[config.mk]
export PLATFORM = sky130hd
export DESIGN_NAME = mem_port_arbiter
export DESIGN_NICKNAME = d
export VERILOG_FILES = /design/src/rtl/mem_port_arbiter_pkg.sv /design/src/rtl/arb_req_latch.sv /design/src/rtl/mem_port_arbiter.sv
export SDC_FILE = /design/constraint.sdc
export NUM_CORES = 1
export LEC_CHECK = 0
export ABC_CLOCK_PERIOD_IN_PS = 6200
export CORE_MARGIN = 1.5
export CORE_UTILIZATION = 45
export DETAILED_ROUTE_END_ITERATION = 8
export PLACE_DENSITY = 0.93
export SYNTH_ARGS = -nofsm -noshare
export SYNTH_HDL_FRONTEND = slang
export SYNTH_SLANG_ARGS = --single-unit
[constraint.sdc]
create_clock -name clk -period 6.2 [get_ports clk]
set_input_delay 0.62 -clock clk [delete_from_list [all_inputs] [get_ports clk]]
set_output_delay 0.62 -clock clk [all_outputs]
set_load 0.05 [all_outputs]
[src/rtl/mem_port_arbiter_pkg.sv]
// mem_port_arbiter_pkg: shared encodings and defaults for the memory port arbiter
package mem_port_arbiter_pkg;
    typedef enum logic [1:0] {
        S_IDLE    = 2'd0,
        S_GNT_CPU = 2'd1,
        S_GNT_VID = 2'd2,
        S_DONE    = 2'd3
    } state_e;
    typedef enum logic {
        OWN_CPU = 1'b0,
        OWN_VID = 1'b1
    } owner_e;
    localparam int VID_BURST_MAX_DEF = 4;
    localparam int BURST_W = 4;
endpackage

[src/rtl/arb_req_latch.sv]
// arb_req_latch: captures CPU request pulses, holds them pending and flags protocol misuse
module arb_req_latch
    import mem_port_arbiter_pkg::*;
#(
    parameter int ADDR_W = 32
) (
    input  logic              clk,
    input  logic              rst,
    input  logic              cpu_rd,
    input  logic              cpu_wr,
    input  logic              cpu_half,
    input  logic [ADDR_W-1:0] cpu_addr,
    input  logic [31:0]       cpu_wdata,
    input  logic              clr,
    output logic              pend,
    output logic              we,
    output logic              half,
    output logic [ADDR_W-1:0] addr,
    output logic [31:0]       wdata,
    output logic              proto_err
);
    logic              pend_q, pend_d, we_q, we_d, half_q, half_d, err_q, err_d;
    logic [ADDR_W-1:0] addr_q, addr_d;
    logic [31:0]       wdata_q, wdata_d;
    logic              pulse, take;

    // accept a pulse only when nothing is outstanding; a read+write collision becomes a write
    always_comb begin
        pulse   = cpu_rd | cpu_wr;
        take    = pulse & ~pend_q;
        pend_d  = take | (pend_q & ~clr);
        we_d    = take ? cpu_wr : we_q;
        half_d  = take ? cpu_half : half_q;
        addr_d  = take ? cpu_addr : addr_q;
        wdata_d = take ? cpu_wdata : wdata_q;
        err_d   = err_q | (pulse & pend_q) | (cpu_rd & cpu_wr);
    end

    // request registers; pending state is lost on reset
    always_ff @(posedge clk or posedge rst) begin
        if (rst) begin
            pend_q  <= 1'b0;
            we_q    <= 1'b0;
            half_q  <= 1'b0;
            addr_q  <= '0;
            wdata_q <= '0;
            err_q   <= 1'b0;
        end else begin
            pend_q  <= pend_d;
            we_q    <= we_d;
            half_q  <= half_d;
            addr_q  <= addr_d;
            wdata_q <= wdata_d;
            err_q   <= err_d;
        end
    end

    assign pend      = pend_q;
    assign we        = we_q;
    assign half      = half_q;
    assign addr      = addr_q;
    assign wdata     = wdata_q;
    assign proto_err = err_q;
endmodule

[src/rtl/mem_port_arbiter.sv]
// mem_port_arbiter: shares the main-memory port between the CPU and the video scan-out reader
module mem_port_arbiter
    import mem_port_arbiter_pkg::*;
#(
    parameter int ADDR_W        = 32,
    parameter int VID_BURST_MAX = VID_BURST_MAX_DEF
) (
    input  logic              clk,
    input  logic              rst,
    input  logic              cpu_rd,
    input  logic              cpu_wr,
    input  logic              cpu_half,
    input  logic [ADDR_W-1:0] cpu_addr,
    input  logic [31:0]       cpu_wdata,
    output logic [31:0]       cpu_rdata,
    output logic              cpu_ok,
    input  logic              vid_req,
    input  logic [ADDR_W-1:0] vid_addr,
    output logic [31:0]       vid_rdata,
    output logic              vid_ack,
    output logic              mem_en,
    output logic              mem_we,
    output logic              mem_half,
    output logic [ADDR_W-1:0] mem_addr,
    output logic [31:0]       mem_wdata,
    input  logic [31:0]       mem_rdata,
    input  logic              mem_ready,
    output logic              proto_err
);
    state_e               state_q, state_d;
    owner_e               owner_q, owner_d;
    logic [BURST_W-1:0]   burst_q, burst_d;
    logic [ADDR_W-1:0]    vid_addr_q, vid_addr_d;
    logic [31:0]          cpu_rdata_q, cpu_rdata_d, vid_rdata_q, vid_rdata_d;
    logic                 cpu_pend, cpu_we, cpu_half_q;
    logic [ADDR_W-1:0]    cpu_addr_q;
    logic [31:0]          cpu_wdata_q;
    logic                 cpu_go;

    arb_req_latch #(.ADDR_W(ADDR_W)) u_latch (
        .clk       (clk),
        .rst       (rst),
        .cpu_rd    (cpu_rd),
        .cpu_wr    (cpu_wr),
        .cpu_half  (cpu_half),
        .cpu_addr  (cpu_addr),
        .cpu_wdata (cpu_wdata),
        .clr       (cpu_ok),
        .pend      (cpu_pend),
        .we        (cpu_we),
        .half      (cpu_half_q),
        .addr      (cpu_addr_q),
        .wdata     (cpu_wdata_q),
        .proto_err (proto_err)
    );

    assign cpu_go = cpu_pend && (!vid_req || int'(burst_q) >= VID_BURST_MAX);

    // state register
    always_ff @(posedge clk or posedge rst) begin
        if (rst) state_q <= S_IDLE;
        else     state_q <= state_d;
    end

    // next state: CPU wins unless video is asking and has not used up its burst allowance
    always_comb begin
        state_d = state_q;
        unique case (state_q)
            S_IDLE:               state_d = cpu_go ? S_GNT_CPU : (vid_req ? S_GNT_VID : S_IDLE);
            S_GNT_CPU, S_GNT_VID: state_d = mem_ready ? S_DONE : state_q;
            default:              state_d = S_IDLE;
        endcase
    end

    // grant bookkeeping and read-data capture
    always_comb begin
        owner_d     = owner_q;
        burst_d     = burst_q;
        vid_addr_d  = vid_addr_q;
        cpu_rdata_d = cpu_rdata_q;
        vid_rdata_d = vid_rdata_q;
        if (state_q == S_IDLE && cpu_go) begin
            owner_d = OWN_CPU;
            burst_d = '0;
        end else if (state_q == S_IDLE && vid_req) begin
            owner_d    = OWN_VID;
            vid_addr_d = vid_addr;
            burst_d    = !cpu_pend ? '0 : (burst_q == '1 ? burst_q : burst_q + 1'b1);
        end
        if (state_q == S_GNT_CPU && mem_ready && !cpu_we) cpu_rdata_d = mem_rdata;
        if (state_q == S_GNT_VID && mem_ready) vid_rdata_d = mem_rdata;
    end

    // datapath registers
    always_ff @(posedge clk or posedge rst) begin
        if (rst) begin
            owner_q     <= OWN_CPU;
            burst_q     <= '0;
            vid_addr_q  <= '0;
            cpu_rdata_q <= '0;
            vid_rdata_q <= '0;
        end else begin
            owner_q     <= owner_d;
            burst_q     <= burst_d;
            vid_addr_q  <= vid_addr_d;
            cpu_rdata_q <= cpu_rdata_d;
            vid_rdata_q <= vid_rdata_d;
        end
    end

    // memory drive and completion pulses decoded from registered state only
    always_comb begin
        mem_en    = (state_q == S_GNT_CPU) || (state_q == S_GNT_VID);
        mem_we    = (state_q == S_GNT_CPU) && cpu_we;
        mem_half  = (state_q == S_GNT_CPU) && cpu_half_q;
        mem_addr  = (state_q == S_GNT_CPU) ? cpu_addr_q : ((state_q == S_GNT_VID) ? vid_addr_q : '0);
        mem_wdata = (state_q == S_GNT_CPU) ? cpu_wdata_q : '0;
        cpu_ok    = (state_q == S_DONE) && (owner_q == OWN_CPU);
        vid_ack   = (state_q == S_DONE) && (owner_q == OWN_VID);
    end

    assign cpu_rdata = cpu_rdata_q;
    assign vid_rdata = vid_rdata_q;
endmodule

==> results of run 1 <==
flip-flops by register name, summed over array words and instances (netlist names):
register           count
burst_q                4
cpu_rdata             32
owner_q                1
state_q                2
u_latch.addr          32
u_latch.half           1
u_latch.pend           1
u_latch.proto_err      1
u_latch.wdata         32
u_latch.we             1
vid_addr_q            32
vid_rdata             32
worst reg2reg max path, delay by kind of cell (launching register included):
family,cells,cell delay [ns]
DFF,1,0.43
and+or+nand+nor,1,0.78
muxes,1,0.62
buffers and inverters,1,0.10
adders and majority gates,1,0.49
cell families (layout without fill, tap and decap cells):
logic type	count (synthesis)	in the layout	synth area share
fa+ha+maj	6	6	0.0101
mux	162	162	0.274
compound gates	47	47	0.0336
flops	171	171	0.574
buf+inv	36	311	0.0285
simple gates	120	120	0.0794
metal layers:
metal  vias up  global-route usage  part of all wire
li1       2377                   -                 -
met1      2551               0.267              0.40
met2       182               0.386              0.51
met3        48              0.0625             0.048
met4         0               0.111             0.041
met5         -                   0                 0
placed cells by master (no fill, tap or decap), types with 7 or more instances in the layout:
cell and count:
nand2_1 67, clkdlybuf4s50_1 268, clkbuf_16 17, and2_1 36
mux2_2 104, o21ai_0 38, mux2_4 58, dfrtp_1 171
buf_4 7, inv_6 8
how the worst max path moves through the flow:
stage / startpoint / to / slack (ns) / cells after the start
final: state_q[1]$_DFFE_PP0P_ / mem_addr[11] / 2.38 / 6
after global routing: state_q[1]$_DFFE_PP0P_ / mem_addr[11] / 2.14 / 6
after floorplan: rst / burst_q[0]$_DFFE_PP0P_ / 0.95 / 1
after global placement: state_q[1]$_DFFE_PP0P_ / mem_addr[30] / 2.99 / 6
after detailed placement: state_q[1]$_DFFE_PP0P_ / mem_addr[7] / 2.81 / 6
after CTS: state_q[1]$_DFFE_PP0P_ / mem_addr[7] / 2.35 / 6
metrics by stage:
step                      instances  total power, mW
after floorplan                 542             4.54
after CTS                      1033             6.81
after global routing           1033             7.06
after detailed placement       1001             5.72
final                          1033             6.75
after global placement         1001             5.61
layout make-up:
class                           count  area, um^2
Clock buffer                       17         425
Clock inverter                     15         170
Fill cell                        1132        5130
Inverter                            4        20.0
Multi-Input combinational cell    335        2970
Sequential cell                   171        4280
Tap cell                          216         270
Timing Repair Buffer              275        2740
power by group:
part / leakage, nW / internal [mW] / total, mW / switching (mW)
combinational: 2.40 / 1.50 / 3.70 / 2.21
clock: 0.286 / 0.575 / 1.06 / 0.482
sequential: 2.03 / 1.68 / 1.99 / 0.315
total: 4.71 / 3.75 / 6.75 / 3.00
==> summary.txt, run 1 <==
status: completed
gr usage total: 0.228
Post-synth EDFFs: 0
Initial Util: 0.466
Yosys cell types: 29
hold_buf cts: 0
Synth area leader: dfrtp_1
Die Wd: 132 um
Gates resized, CTS repair: 0
Hold WC Path Type: flop to flop
drt first pass iters: 4
Ys Warns: 0
worst r2r dst: cpu_rdata[18]$_DFFE_PP0P_
Post-Syn Area per Cell: 13.7 um^2
Worst setup SP type: flop
Final Hold Viols: 0
max frequency: 0.261 GHz
post-place instance area: 10300 um^2
pre-CTS WS: 2.81 ns
Layout area overhead: 45.9%
first-pass GRT wire length: 30600 um
hold slack final: 0.498 ns
1st-iter DRT viols: 245
leak pwr: 4.71 nW
most numerous cell in the Yosys netlist: dfrtp_1
most common library cells after synthesis: dfrtp_1 (171), mux2_2 (104), nand2_1 (67)
Placeable Area: 16000 um^2
Synth Register Bits: 171
Synth top area share: 0.574
via count: 5158
DRC: 0
die footprint: 17300 um^2
TNS Setup: 0 ns
final instance area: 10900 um^2
r2r setup slk: 3.65 ns
hold path startpoint: u_latch.wdata[13]$_DFFE_PP0P_
slowest CP cell: clkdlybuf4s50_1
CP Cell Sequence: inv_1, ha_2, buf_4, nand2_1, o21ai_0, clkdlybuf4s50_1
IO Port Bufs: 268
synth top area cells: dfrtp_1 (57%), mux2_2 (16%), mux2_4 (12%)
Post-CTS Setup Bufs: 0
critical path class: flop to primary output
Clk Tree Root Cell: clkbuf_16
Setup Viol. Count Final: 0
Post-DRT Antenna Nets: 0
largest net degree at the start of global routing: 76
Layout Skew: 0.0101 ns
final core occ: 0.679
post-layout min period: 3.82 ns
Syn Inst Count: 542
Reg clk slew, reported paths: 0.07 ns
HPWL after DPL: 13700 um
crit end category: primary output
diodes inserted: 0
final setup slack of the worst path: 2.38 ns
pwr dens: 621 nW/um^2
Syn Nets: 683
I/O Pins: 269
Hold EP: u_latch.wdata[13]$_DFFE_PP0P_
CP Max Fanout: 68
Longest Clk Path Bufs: 2
Worst Path Required: 5.58 ns
number of global-route vias before repair: 5584
Sinks on Clock Net: 171
worst r2r path cells: 4
period utilization: 0.617
Chip Height: 132 um
ys flop type: dfrtp_1
CP arrival: 3.20 ns
Mapped Area: 7450 um^2
clock latency on the worst-skew pair: 0.42 ns
VDD IR max: 0.384 mV
H-tree levels: 4
worst reg2reg path startpoint: state_q[1]$_DFFE_PP0P_
delay-heaviest family, CP: buffers and inverters
share of layout cells above drive strength 1: 0.257
RSZ-0062 raised after global routing: no
relative slew slack: 0.353
overflow left after global routing: 0
register area share after synthesis: 0.574
worst slew pin tran: 0.966 ns
biggest cell delay along the critical path: 0.86 ns
Post-synth ARST share: 1.00
Final nets: 945
Vias per Instance: 4.99
final wirelength: 19100 um
number of CTS-inserted buffers: 17
final RePlAce weighted congestion: 0.832
DR WL/cell: 18.5 um
maxcap violations: 0
Worst Hold Depth: 1
antenna violations before repair: 0
max-slew violation count: 0
TritonCTS clock tree: yes
Row Count: 46
crit path buf inv count: 3
Power figures use the tool's default switching activity.
==> inputs of run 2 (changes only) <==
--- a/config.mk
+++ b/config.mk
@@ -5,7 +5,7 @@
 export SDC_FILE = /design/constraint.sdc
 export NUM_CORES = 1
 export LEC_CHECK = 0
-export ABC_CLOCK_PERIOD_IN_PS = 6200
+export ABC_CLOCK_PERIOD_IN_PS = 3800
 export CORE_MARGIN = 1.5
 export CORE_UTILIZATION = 45
 export DETAILED_ROUTE_END_ITERATION = 8
==> constraint.sdc (replaced) <==
create_clock -name clk -period 3.8 [get_ports clk]
set_input_delay 0.38 -clock clk [delete_from_list [all_inputs] [get_ports clk]]
set_output_delay 0.38 -clock clk [all_outputs]
set_load 0.05 [all_outputs]
==> run 2 against run 1 <==
Total power rose by 62%. Worst setup slack got worse by 1.9 ns. Flip-flop and latch count did not move. Largest cell class unchanged. First-iteration DRC count fell by 22%. Worst hold slack got worse by 0.0096 ns. Critical path type unchanged. Final cell count barely moved.
==> summary.txt, run 2 (synthesis gave the netlist of run 1 again) <==
number of global-route vias before repair: 5600
Row Count: 46
max-slew violation count: 0
final setup slack of the worst path: 0.495 ns
status: completed
number of CTS-inserted buffers: 17
Worst Path Required: 3.42 ns
Hold WC Path Type: flop to flop
period utilization: 0.870
Layout area overhead: 45.9%
antenna violations before repair: 0
CP Cell Sequence: inv_1, ha_2, buf_12, nand2_1, o21ai_0, clkdlybuf4s50_1
RSZ-0062 raised after global routing: no
total power: 10.9 mW
DRC: 0
gr usage total: 0.227
Final Hold Viols: 0
hold path startpoint: u_latch.proto_err$_DFF_PP0_
post-layout min period: 3.31 ns
slowest CP cell: clkdlybuf4s50_1
first-pass GRT wire length: 30600 um
max frequency: 0.303 GHz
pwr dens: 1010 nW/um^2
drt first pass iters: 4
crit end category: primary output
Post-CTS Setup Bufs: 0
H-tree levels: 4
CP Max Fanout: 65
worst slew pin tran: 1.09 ns
placed cells: 1003
Final nets: 947
via count: 5224
most frequent cells in the layout: clkdlybuf4s50_1 (268), dfrtp_1 (171), mux2_2 (104), nand2_1 (67), mux2_4 (58)
leak pwr: 4.71 nW
largest net degree at the start of global routing: 68
Clk Tree Root Cell: clkbuf_16
post-place instance area: 10300 um^2
hold_buf cts: 0
Post-DRT Antenna Nets: 0
final RePlAce weighted congestion: 0.836
clock latency on the worst-skew pair: 0.43 ns
Layout Skew: 0.0144 ns
die footprint: 17300 um^2
r2r setup slk: 1.48 ns
CP arrival: 2.93 ns
relative slew slack: 0.268
most common cell after layout, fill and taps aside: clkdlybuf4s50_1
hold slack final: 0.489 ns
Gates resized, CTS repair: 0
I/O Pins: 269
Initial Util: 0.466
DR WL/cell: 18.6 um
Reg clk slew, reported paths: 0.06 ns
final wirelength: 19200 um
Hold EP: u_latch.proto_err$_DFF_PP0_
worst r2r path cells: 5
Worst Hold Depth: 1
worst reg2reg path startpoint: state_q[0]$_DFFE_PP0P_
final instance area: 10900 um^2
biggest cell delay along the critical path: 0.86 ns
Chip Height: 132 um
overflow left after global routing: 0
1st-iter DRT viols: 191
share of layout cells above drive strength 1: 0.258
Setup Viol. Count Final: 0
Longest Clk Path Bufs: 2
final core occ: 0.679
IO Port Bufs: 268
pre-CTS WS: 0.926 ns
Placeable Area: 16000 um^2
Sinks on Clock Net: 171
diodes inserted: 0
critical path class: flop to primary output
Die Wd: 132 um
HPWL after DPL: 13700 um
Worst setup SP type: flop
worst r2r dst: vid_addr_q[29]$_DFFE_PP0P_
TNS Setup: 0 ns
fin cells: 1034
Vias per Instance: 5.05
TritonCTS clock tree: yes
maxcap violations: 0
VDD IR max: 0.500 mV
## run 2: cell types whose count changed in the layout (fill, tap and decap cells not counted), sizes merged
cell	change
inv	-7
clkinv	+4
buf	+2
clkbuf	+2
bufinv	-1
clkinvlp	+1
## run 2: how the worst max path moves through the flow
stage | startpoint | endpoint | depth (start not counted)
after global routing | state_q[1]$_DFFE_PP0P_ | mem_addr[13] | 6
after CTS | state_q[1]$_DFFE_PP0P_ | mem_addr[30] | 6
after floorplan | rst | burst_q[0]$_DFFE_PP0P_ | 1
after detailed placement | state_q[1]$_DFFE_PP0P_ | mem_addr[30] | 6
final | state_q[1]$_DFFE_PP0P_ | mem_addr[13] | 6
after global placement | state_q[1]$_DFFE_PP0P_ | mem_addr[30] | 6
## run 2: metal layers
metal	up-vias	GRT usage	part of all wire	routed length [um]
met1	2598	0.264	0.40	7600
met4	0	0.101	0.034	647
li1	2382	-	-	-
met3	46	0.0598	0.051	974
met5	-	0	0	0
met2	198	0.395	0.52	9990
## run 2: final cells by class
class / instances / area, um^2
Multi-Input combinational cell: 335 / 2970
Timing Repair Buffer: 277 / 2790
Tap cell: 216 / 270
Clock inverter: 12 / 91.3
Fill cell: 1175 / 5130
Clock buffer: 19 / 453
Inverter: 4 / 18.8
Sequential cell: 171 / 4280
## run 2: power breakdown
part	switching, mW	internal, mW
logic	3.61	2.47
registers	0.522	2.74
clock network	0.731	0.874
total	4.86	6.08
## run 2: worst max-delay path, delay by kind of cell, from the launching register on
kind	cells	cell delay, ns
compound gates	1	0.13
fa+ha+maj	1	0.56
flops	1	0.43
simple gates	1	0.08
buf+inv	3	1.28
